[config.mk]
export PLATFORM = sky130hd
export DESIGN_NAME = bp_be_issue_queue_ctrl_flat
export DESIGN_NICKNAME = d
export VERILOG_FILES = /design/src/rtl/bp_be_issue_queue_ctrl_pkg.sv /design/src/rtl/bp_be_issue_queue_ctrl_if.sv /design/src/rtl/bp_be_issue_queue_ctrl_inflight_counter.sv /design/src/rtl/bp_be_issue_queue_ctrl.sv /design/src/flat_wrapper.sv
export SDC_FILE = /design/constraint.sdc
export NUM_CORES = 1
export LEC_CHECK = 0
export ABC_AREA = 0
export BUFFER_PORTS_ARGS = -buffer_cell sky130_fd_sc_hd__buf_4
export CAP_MARGIN = 10
export CORE_MARGIN = 3
export CORE_UTILIZATION = 30
export DETAILED_ROUTE_END_ITERATION = 10
export PLACE_DENSITY_LB_ADDON = 0.3
export SLEW_MARGIN = 20
export SYNTH_ARGS = -nofsm -noshare
export SYNTH_HDL_FRONTEND = slang
export SYNTH_HIERARCHICAL = 1
export SYNTH_SLANG_ARGS = --single-unit
[constraint.sdc]
create_clock -name clk_i -period 2.9 [get_ports clk_i]
set_input_delay 0.58 -clock clk_i [delete_from_list [all_inputs] [get_ports clk_i]]
set_output_delay 0.58 -clock clk_i [all_outputs]
set_load 0.02 [all_outputs]
[src/rtl/bp_be_issue_queue_ctrl_pkg.sv]
// Shared types for the backend issue queue control sequencer.
//   bp_be_issue_ctrl_state_e : sequencer states
//   state_suppresses()       : states that block enqueue and issue
package bp_be_issue_queue_ctrl_pkg;

  typedef enum logic [2:0] {
    e_run    = 3'd0,
    e_clear  = 3'd1,
    e_roll   = 3'd2,
    e_inject = 3'd3,
    e_drain  = 3'd4
  } bp_be_issue_ctrl_state_e;

  function automatic logic state_suppresses(bp_be_issue_ctrl_state_e s);
    return (s == e_clear) || (s == e_inject) || (s == e_drain);
  endfunction

endpackage

[src/rtl/bp_be_issue_queue_ctrl_if.sv]
// Pipeline-event and queue-strobe bundle of the issue queue sequencer.
// Directions in the signal names are as seen by the sequencer (slave).
//   inputs : issue_v_i, issue_compressed_i, dispatch_ready_i, commit_v_i,
//            commit_compressed_i, flush_v_i, redirect_v_i, interrupt_v_i,
//            inject_yumi_i, fence_v_i
//   outputs: read_v_o, read_skip_o, deq_v_o, deq_skip_o, roll_v_o, clr_v_o,
//            inject_v_o, suppress_v_o
// Handshake: an issue packet transfers in a cycle where issue_v_i and
// dispatch_ready_i are both high and read_v_o is high; inject_v_o is held
// until the cycle in which inject_yumi_i is seen, which is its last cycle.
interface bp_be_issue_queue_ctrl_if;

  logic issue_v_i;
  logic issue_compressed_i;
  logic dispatch_ready_i;
  logic commit_v_i;
  logic commit_compressed_i;
  logic flush_v_i;
  logic redirect_v_i;
  logic interrupt_v_i;
  logic inject_yumi_i;
  logic fence_v_i;

  logic read_v_o;
  logic read_skip_o;
  logic deq_v_o;
  logic deq_skip_o;
  logic roll_v_o;
  logic clr_v_o;
  logic inject_v_o;
  logic suppress_v_o;

  modport master (
    output issue_v_i, issue_compressed_i, dispatch_ready_i, commit_v_i,
           commit_compressed_i, flush_v_i, redirect_v_i, interrupt_v_i,
           inject_yumi_i, fence_v_i,
    input  read_v_o, read_skip_o, deq_v_o, deq_skip_o, roll_v_o, clr_v_o,
           inject_v_o, suppress_v_o
  );

  modport slave (
    input  issue_v_i, issue_compressed_i, dispatch_ready_i, commit_v_i,
           commit_compressed_i, flush_v_i, redirect_v_i, interrupt_v_i,
           inject_yumi_i, fence_v_i,
    output read_v_o, read_skip_o, deq_v_o, deq_skip_o, roll_v_o, clr_v_o,
           inject_v_o, suppress_v_o
  );

endinterface

[src/rtl/bp_be_issue_queue_ctrl_inflight_counter.sv]
// bp_be_inflight_counter: saturating up/down count of issued-but-uncommitted
// instructions, with a synchronous clear that overrides up/down.
//   clk_i, reset_n_i : clock, synchronous active-low reset
//   clear_i          : force count to 0 next cycle
//   up_i / down_i    : +1 / -1 (cancel when both)
//   count_o          : current count, 0..max_val_p
module bp_be_inflight_counter #(
  parameter int unsigned max_val_p = 8,
  parameter int unsigned width_p   = $clog2(max_val_p + 1)
) (
  input  logic               clk_i,
  input  logic               reset_n_i,
  input  logic               clear_i,
  input  logic               up_i,
  input  logic               down_i,
  output logic [width_p-1:0] count_o
);

  localparam logic [width_p-1:0] max_lp = width_p'(max_val_p);

  logic [width_p-1:0] count_q, count_d;

  always_comb begin
    count_d = count_q;
    if (up_i && !down_i && (count_q != max_lp)) begin
      count_d = count_q + 1'b1;
    end else if (down_i && !up_i && (count_q != '0)) begin
      count_d = count_q - 1'b1;
    end
  end

  always_ff @(posedge clk_i) begin
    if (!reset_n_i || clear_i) begin
      count_q <= '0;
    end else begin
      count_q <= count_d;
    end
  end

  assign count_o = count_q;

  // A commit with nothing in flight means the commit logic and the queue
  // have lost sync; the saturation above hides it, so flag it here.
  commit_at_zero_a : assert property (@(posedge clk_i) disable iff (!reset_n_i)
    !(down_i && !clear_i && (count_q == '0)));

endmodule

[src/rtl/bp_be_issue_queue_ctrl.sv]
// bp_be_issue_queue_ctrl: turns pipeline events into the issue queue's
// per-cycle read/deq/roll/clr/inject/suppress strobes and tracks the number
// of issued-but-uncommitted instructions. Only one pointer-restoring
// operation (clear or roll) is ever in effect per cycle.
//   clk_i, reset_n_i : clock, synchronous active-low reset
//   q_if             : event inputs and queue strobes (slave side)
//   inflight_o       : uncommitted instruction count
//   idle_o           : running, nothing in flight, no strobe active
//   state_o          : current sequencer state (debug)
module bp_be_issue_queue_ctrl
  import bp_be_issue_queue_ctrl_pkg::*;
#(
  parameter int unsigned compressed_support_p = 1,
  parameter int unsigned inflight_max_p       = 8,
  localparam int unsigned inflight_width_lp   = $clog2(inflight_max_p + 1)
) (
  input  logic                         clk_i,
  input  logic                         reset_n_i,
  bp_be_issue_queue_ctrl_if.slave      q_if,
  output logic [inflight_width_lp-1:0] inflight_o,
  output logic                         idle_o,
  output bp_be_issue_ctrl_state_e      state_o
);

  localparam logic [inflight_width_lp-1:0] inflight_max_lp =
    inflight_width_lp'(inflight_max_p);
  localparam logic compressed_lp = (compressed_support_p != 0);

  bp_be_issue_ctrl_state_e state_q, state_d;
  logic [inflight_width_lp-1:0] inflight_q;
  logic event_v;
  logic read_v, deq_v, roll_v, clr_v, inject_v, suppress_v;
  logic counter_clear;

  always_ff @(posedge clk_i) begin
    if (!reset_n_i) begin
      state_q <= e_clear;
    end else begin
      state_q <= state_d;
    end
  end

  // Next state: per-state default first, then the event priority
  // redirect > flush > interrupt > fence overrides it.
  always_comb begin
    state_d = state_q;
    case (state_q)
      e_run, e_clear, e_roll: state_d = e_run;
      e_inject:               if (q_if.inject_yumi_i) state_d = e_run;
      e_drain:                if (inflight_q == '0) state_d = e_run;
      default:                state_d = e_run;
    endcase

    // A simultaneous flush is dropped: the clear subsumes the roll.
    if (q_if.redirect_v_i) begin
      state_d = e_clear;
    end else if (q_if.flush_v_i) begin
      state_d = e_roll;
    end else if (q_if.interrupt_v_i && ((state_q == e_run) || (state_q == e_drain))) begin
      state_d = e_inject;
    end else if (q_if.fence_v_i && (state_q == e_run)) begin
      state_d = e_drain;
    end
  end

  // Output decode. Reset masks every strobe and holds suppress high so the
  // queue cannot be written while the sequencer is not yet in a known state.
  always_comb begin
    event_v    = q_if.redirect_v_i | q_if.flush_v_i | q_if.interrupt_v_i | q_if.fence_v_i;
    read_v     = reset_n_i && (state_q == e_run) && q_if.issue_v_i
                 && q_if.dispatch_ready_i && (inflight_q < inflight_max_lp) && !event_v;
    // The roll state still dequeues: the queue folds deq into the restore.
    deq_v      = reset_n_i && (state_q != e_clear) && q_if.commit_v_i;
    roll_v     = reset_n_i && (state_q == e_roll);
    clr_v      = reset_n_i && (state_q == e_clear);
    inject_v   = reset_n_i && (state_q == e_inject);
    suppress_v = !reset_n_i || state_suppresses(state_q);

    q_if.read_v_o     = read_v;
    q_if.read_skip_o  = read_v & compressed_lp & ~q_if.issue_compressed_i;
    q_if.deq_v_o      = deq_v;
    q_if.deq_skip_o   = deq_v & compressed_lp & ~q_if.commit_compressed_i;
    q_if.roll_v_o     = roll_v;
    q_if.clr_v_o      = clr_v;
    q_if.inject_v_o   = inject_v;
    q_if.suppress_v_o = suppress_v;

    inflight_o = reset_n_i ? inflight_q : '0;
    idle_o     = reset_n_i && (state_q == e_run) && (inflight_q == '0)
                 && !(read_v | deq_v | roll_v | clr_v | inject_v | suppress_v);
    state_o    = state_q;
  end

  // Clear and roll both discard every uncommitted instruction.
  assign counter_clear = (state_q == e_clear) || (state_q == e_roll);

  bp_be_inflight_counter #(
    .max_val_p (inflight_max_p),
    .width_p   (inflight_width_lp)
  ) inflight_counter (
    .clk_i     (clk_i),
    .reset_n_i (reset_n_i),
    .clear_i   (counter_clear),
    .up_i      (read_v),
    .down_i    (deq_v),
    .count_o   (inflight_q)
  );

endmodule

[src/flat_wrapper.sv]
// flat-port wrapper written by rule: the top's interface ports become plain ports
module bp_be_issue_queue_ctrl_flat import bp_be_issue_queue_ctrl_pkg::*;
#(
  parameter int unsigned compressed_support_p = 1,
  parameter int unsigned inflight_max_p       = 8,
  localparam int unsigned inflight_width_lp   = $clog2(inflight_max_p + 1)
)
  (clk_i, reset_n_i, inflight_o, idle_o, state_o, q_if_issue_v_i, q_if_issue_compressed_i, q_if_dispatch_ready_i, q_if_commit_v_i, q_if_commit_compressed_i, q_if_flush_v_i, q_if_redirect_v_i, q_if_interrupt_v_i, q_if_inject_yumi_i, q_if_fence_v_i, q_if_read_v_o, q_if_read_skip_o, q_if_deq_v_o, q_if_deq_skip_o, q_if_roll_v_o, q_if_clr_v_o, q_if_inject_v_o, q_if_suppress_v_o);
  bp_be_issue_queue_ctrl_if q_if_i ();
  input  logic clk_i;
  input  logic reset_n_i;
  output logic [inflight_width_lp-1:0] inflight_o;
  output logic idle_o;
  output bp_be_issue_ctrl_state_e state_o;
  input wire logic [$bits(q_if_i.issue_v_i)-1:0] q_if_issue_v_i;
  input wire logic [$bits(q_if_i.issue_compressed_i)-1:0] q_if_issue_compressed_i;
  input wire logic [$bits(q_if_i.dispatch_ready_i)-1:0] q_if_dispatch_ready_i;
  input wire logic [$bits(q_if_i.commit_v_i)-1:0] q_if_commit_v_i;
  input wire logic [$bits(q_if_i.commit_compressed_i)-1:0] q_if_commit_compressed_i;
  input wire logic [$bits(q_if_i.flush_v_i)-1:0] q_if_flush_v_i;
  input wire logic [$bits(q_if_i.redirect_v_i)-1:0] q_if_redirect_v_i;
  input wire logic [$bits(q_if_i.interrupt_v_i)-1:0] q_if_interrupt_v_i;
  input wire logic [$bits(q_if_i.inject_yumi_i)-1:0] q_if_inject_yumi_i;
  input wire logic [$bits(q_if_i.fence_v_i)-1:0] q_if_fence_v_i;
  output wire logic [$bits(q_if_i.read_v_o)-1:0] q_if_read_v_o;
  output wire logic [$bits(q_if_i.read_skip_o)-1:0] q_if_read_skip_o;
  output wire logic [$bits(q_if_i.deq_v_o)-1:0] q_if_deq_v_o;
  output wire logic [$bits(q_if_i.deq_skip_o)-1:0] q_if_deq_skip_o;
  output wire logic [$bits(q_if_i.roll_v_o)-1:0] q_if_roll_v_o;
  output wire logic [$bits(q_if_i.clr_v_o)-1:0] q_if_clr_v_o;
  output wire logic [$bits(q_if_i.inject_v_o)-1:0] q_if_inject_v_o;
  output wire logic [$bits(q_if_i.suppress_v_o)-1:0] q_if_suppress_v_o;
  assign q_if_i.issue_v_i = q_if_issue_v_i;
  assign q_if_i.issue_compressed_i = q_if_issue_compressed_i;
  assign q_if_i.dispatch_ready_i = q_if_dispatch_ready_i;
  assign q_if_i.commit_v_i = q_if_commit_v_i;
  assign q_if_i.commit_compressed_i = q_if_commit_compressed_i;
  assign q_if_i.flush_v_i = q_if_flush_v_i;
  assign q_if_i.redirect_v_i = q_if_redirect_v_i;
  assign q_if_i.interrupt_v_i = q_if_interrupt_v_i;
  assign q_if_i.inject_yumi_i = q_if_inject_yumi_i;
  assign q_if_i.fence_v_i = q_if_fence_v_i;
  assign q_if_read_v_o = q_if_i.read_v_o;
  assign q_if_read_skip_o = q_if_i.read_skip_o;
  assign q_if_deq_v_o = q_if_i.deq_v_o;
  assign q_if_deq_skip_o = q_if_i.deq_skip_o;
  assign q_if_roll_v_o = q_if_i.roll_v_o;
  assign q_if_clr_v_o = q_if_i.clr_v_o;
  assign q_if_inject_v_o = q_if_i.inject_v_o;
  assign q_if_suppress_v_o = q_if_i.suppress_v_o;
  bp_be_issue_queue_ctrl #(.compressed_support_p(compressed_support_p), .inflight_max_p(inflight_max_p)) u_core (.clk_i(clk_i), .reset_n_i(reset_n_i), .q_if(q_if_i), .inflight_o(inflight_o), .idle_o(idle_o), .state_o(state_o));
endmodule
# == Word-level counts from Yosys, hierarchy flattened ==
# Index checks and enable logic that the tools add are counted.
# op_classes
magnitude_cmp,1
n_eq_ne,10
n_shift,0
n_bitwise,13
muxes,9
add_sub_neg,2
reduce_logical,37
div_mod_pow,0
multipliers,0
# op_table
cell,n
1-bit logical AND,18
4-bit 2-to-1 mux,3
"5-bit by 3-bit inequality test with 1-bit output, second input constant",2
3-bit 2-to-1 mux,3
1-bit bitwise OR,8
"3-bit by 2-bit == test with 1-bit output, second input constant",2
1-bit logical OR,6
"3-bit by 2-bit inequality test with 1-bit output, second input constant",2
3-bit one-hot mux with 2 select lines,1
1-bit zero test,5
"4-bit by 1-bit adder with 4-bit output, second input constant",1
4-bit zero test,1
"4-bit < comparator, second input constant",1
2-bit 2-to-1 mux,2
"4-bit inequality test, second input constant",1
2-bit AND reduction,2
4-bit nonzero test,1
4-bit OR reduction,1
"4-bit by 1-bit subtractor with 4-bit output, second input constant",1
"3-bit by 1-bit == test with 1-bit output, second input constant",1
"3-bit == test, second input constant",1
3-bit zero test,1
"3-bit by 1-bit inequality test with 1-bit output, second input constant",1
1-bit NOT,3
3 further kinds,4
# word_totals
memories,0
ramBits,0
register_bits,7
in_bits,12
elab_cells,75
out_inout_bits,16
mem_bits_ro,0
latchBits,0

# == Longest topological paths before layout ==
# depth
ltp_word,13
ltp_mapped,12
mapped_depth_nobuf,12

# == Hierarchy ==
# Netlist, hierarchy kept.
# modules_own_cells
mod,cells_each,area_each_um2,instances
bp_be_issue_queue_ctrl,38,285.3,1
bp_be_inflight_counter,31,284.0,1

# == Worst setup path after synthesis ==
# OpenSTA, ideal clock, no wires.
# synth_timing
path_type,in2reg
startpoint,in reset_n_i
endpoint,"reg u_core.inflight_counter.count_q[3], in the netlist u_core/inflight_counter/count_o[3]"
setup_time_ps,59
required_ps,2841
path_slack_ps,99
arrival_time_ps,2742
stages,12
cell_sequence,nor2b_1 -> nand2_1 -> nor2_1 -> nand2b_1 -> a21oi_2 -> inv_1 -> ha_1 -> a21o_1 -> a21oi_1 -> xor2_1 -> a211o_1 -> nand2_1
# synth_between
elab_chain_len,9
word_cells_on_any_way,17
cone_classes,mux: 1; reduce/logical: 16
# synth_rtl
element,line_no,rtl
"start, declared",flat_wrapper.sv:11,input logic reset_n_i;
1-bit logical AND (*) (2 in a row),bp_be_issue_queue_ctrl.sv:70,read_v = reset_n_i && (state_q == e_run) && q_if.issue_v_i
1-bit logical AND (*) (3 in a row),bp_be_issue_queue_ctrl.sv:71,&& q_if.dispatch_ready_i && (inflight_q < inflight_max_lp) && !event_v;
via q_if_read_v_o,flat_wrapper.sv:25,output wire logic [$bits(q_if_i.read_v_o)-1:0] q_if_read_v_o;
1-bit zero test,bp_be_issue_queue_ctrl_inflight_counter.sv:27,end else if (down_i && !up_i && (count_q != '0)) begin
1-bit logical AND (2 in a row),bp_be_issue_queue_ctrl_inflight_counter.sv:27,
2-bit nonzero test (no source line),--,
"end signal, assigned",bp_be_issue_queue_ctrl_inflight_counter.sv:36,count_q <= count_d;
"end, declared",bp_be_issue_queue_ctrl_inflight_counter.sv:21,"logic [width_p-1:0] count_q, count_d;"
# Mark *: on every way through the listed nets, which the timed path passes. The rest lies on a longest branch.
# A chain may end at the register's enable or synchronous reset.

# == Final worst setup path ==
# layout_timing
startpoint,in q_if_interrupt_v_i
endpoint,"reg u_core.inflight_counter.count_q[3], in the netlist u_core/inflight_counter/count_o[3]"
# layout_between
elab_chain_len,8
word_cells_on_any_way,11
cone_classes,mux: 1; bitwise: 2; reduce/logical: 8
# layout_rtl
element,line_no,rtl
"start, declared",flat_wrapper.sv:22,input wire logic [$bits(q_if_i.interrupt_v_i)-1:0] q_if_interrupt_v_i;
1-bit bitwise OR (*) (2 in a row),bp_be_issue_queue_ctrl.sv:69,event_v = q_if.redirect_v_i | q_if.flush_v_i | q_if.interrupt_v_i | q_if.fence_v_i;
1-bit zero test (*),bp_be_issue_queue_ctrl.sv:71,
1-bit logical AND (*),bp_be_issue_queue_ctrl.sv:71,
1-bit zero test,bp_be_issue_queue_ctrl_inflight_counter.sv:27,
1-bit logical AND (2 in a row),bp_be_issue_queue_ctrl_inflight_counter.sv:27,
2-bit nonzero test (no source line),--,
# Every way passes the cells marked *; elsewhere a longest branch is shown, timed or not.

==> impl_metrics.ini <==
[setup_path]
slowest_delay_ns = 0.27
cp-start-kind = input port
critPathSlowestCell = ha_1
r2r-start = u_core/state_o[0]
crit_fanout = 3
crit_required_ns = 3.05
crit_family = simple AND/OR/NAND/NOR gates
crit_path_start = q_if_interrupt_v_i
endpoint_kind = flip-flop
crit_arrival_ns = 2.64
path_buf_inv = 2
r2r_slack_ns = 0.46
path_class = input port to flip-flop
crit_chain = buf_4 -> nor3_1 -> nand4_1 -> nor2_1 -> nand2b_1 -> a21oi_2 -> inv_1 -> ha_1 -> a21o_1 -> a21oi_1 -> xor2_1 -> a211o_1 -> nand2_1

[grt]
grt_pass1_vias = 552
overflow = 0
antenna_found_initial = 0
grt_max_degree = 10
grt.total_usage_pct = 13.1
grt_pass1_wl_um = 2540

[cts]
cts_hold_buf = 0
cts_buffer_depth = 2
path_clk_slew_ns = 0.05
post_cts_resize_count = 0
cts-root-buf = clkbuf_4
cts_tree = built
cts_sinks = 7
cts_max_level = 1
cts_buffers = 3
post-cts-setup-buffer-count = 0
clock_latency_ns = 0.25

[floorplanning]
ios = 28
die_area_mm2 = 0.00246
die_x_um = 49.6
row_count = 15
initial_utilization_pct = 32.3
chipHeight_um = 49.6
core_area_mm2 = 0.00176

[sta]
tightest_slew_ns = 0.330
min_period_ns = 2.50
rsz0062_at_grt = false
fin_skew_ns = 0.00161
final.setup.tns_ns = 0
relSlewSlack_pct = 78.0
slew_viol_final = 0
fin_worst_hold_slack_ns = 0.542
max_freq_mhz = 401
finalHoldViolCount = 0
fin_crit_sh_pct = 86.1
setup_viol = 0

[power]
power_uw = 238
p_switching_uw = 62.4
power_density_mw_per_mm2 = 282
pwr-share-clk_pct = 37.1
seqPwrFrac_pct = 42.4
internal-power_uw = 176
swShare_pct = 26.2
p_leak_uw = 0.000393
max-vdd-ir-drop_mv = 0.180
comb_power_share_pct = 20.5

[status]
outcome = finished, final reports clean

[detailed_routing]
avgViaCountPerCell = 4.66
post_drt_wl_per_cell_um = 11.2
routed_wl_um = 1430
drc = 0
drt_iter0_markers = 3
dr.pass1.iters = 3
ant_nets = 0
num_vias = 592

[layout]
drive_gt1_share_pct = 37.3
syn_to_final_growth_pct = 48.4
fin_nets = 118
antennaDiodeCount = 0

[synth]
ys_ff_latch = 7
yosysTopAreaCell = dfxtp_1
ys_types = 30
synthesis.area_um2 = 569
synth_area_leaders = dfxtp_1 (25%), xnor2_1 (7.7%), nor2_1 (6.6%)
yosysTopAreaCellShare_pct = 24.6
netlist_top_cells_count = nor2_1 (10), dfxtp_1 (7), nand2_1 (6)
yosysSeqAreaShare_pct = 24.6
synth_edf_count = 0
synthArstFlopShare_pct = 0
yosysWarnings = 6
synthMostInstantiatedCell = nor2_1
avgSynthCellArea_um2 = 8.25
syn_inst = 69
synth_nets = 84
ys.flop_type = dfxtp_1

[placed_design]
numPortBuffers = 27
dp_hpwl_um = 1120
place_congestion = 0.760

[min_path]
min-delay-path-class = input port to flip-flop
hp-start = q_if_flush_v_i

[job]
maxCapViolCount = 0
-- cells by family (layout without fill, tap and decap cells) --
kind of cell    Yosys count  after routing  share of synthesized area (%)
compound gates           11             11                           13.8
buf+inv                   3             36                           1.98
mux                       1              1                           1.76
xor+xnor                  6              6                           9.23
fa+ha+maj                 3              3                           7.91
flops                     7              7                           24.6
simple gates             38             38                           40.7
-- flip-flops by register name (all words and copies together), names as in the netlist --
register and count:
u_core/state_o 3, u_core/inflight_counter/count_o 4
-- layout by cell type (no fill, tap or decap), types with 2 or more instances in the layout --
master and instances:
buf_4 29, nor2_1 10, dfxtp_1 7, nand2_1 6, xnor2_1 5, clkbuf_4 3
and2_1 3, nor2b_1 3, nand2b_1 3, nand3_1 3, a21oi_1 3, inv_1 3
nor3_1 2, a21oi_2 2, ha_1 2
-- stage by stage --
step | std cells | setup WS, ns | util [%] | cell area (um^2)
finish | 127 | 0.403 | 47.9 | 845
global route | 127 | 0.201 | 47.9 | 845
CTS | 127 | 0.400 | 47.9 | 845
detailed placement | 123 | 0.142 | 46.4 | 818
global placement | 123 | 0.197 | 46.4 | 818
floorplan | 69 | 0.0990 | - | 569
-- worst paths after layout --
| path | to | cells after the start |
|---|---|---|
| max | u_core/inflight_counter/count_o[3] | 13 |
| min | u_core/state_o[0] | 2 |
| max reg2reg | u_core/inflight_counter/count_o[3] | 11 |
| min reg2reg | u_core/inflight_counter/count_o[1] | 2 |
-- per-layer routing --
| metal | part of all wire, % | up-vias | wire length (um) | global-route usage, % |
|---|---|---|---|---|
| met5 | 0 | - | 0 | 0 |
| met4 | 1.2 | 0 | 17 | 6.91 |
| met3 | 6.1 | 2 | 87 | 3.63 |
| met2 | 46 | 16 | 652 | 19.4 |
| met1 | 47 | 270 | 671 | 17.2 |
| li1 | - | 304 | - | - |
-- worst register-to-register path, delay by kind of cell, from the launching register on --
kind | cells | cell delay, ns
adder cells (fa/ha/maj) | 1 | 0.27
XOR/XNOR | 1 | 0.22
AO/OA/AOI/OAI | 5 | 0.95
flip-flops | 1 | 0.46
buffers and inverters | 1 | 0.11
AND/OR/NAND/NOR | 3 | 0.33
-- power by group through the flow --
stage | sequential [uW] | combinational, uW | clock [uW]
after global placement | 103 | 48.8 | 0
after detailed placement | 103 | 49.3 | 0
final | 101 | 48.8 | 88.3
after global routing | 102 | 53.4 | 99.7
after floorplan | 104 | 21.7 | 0
after CTS | 101 | 49.6 | 92.5
-- final cells by class --
class	instances	area, um^2
repair buffers	29	218
fillers	203	920
clock buffers	4	26.3
well taps	25	31.3
flip-flops and latches	7	140
inverters	3	11.3
multi-input cells	59	418
Note: power is estimated with default switching activity, not from simulation.
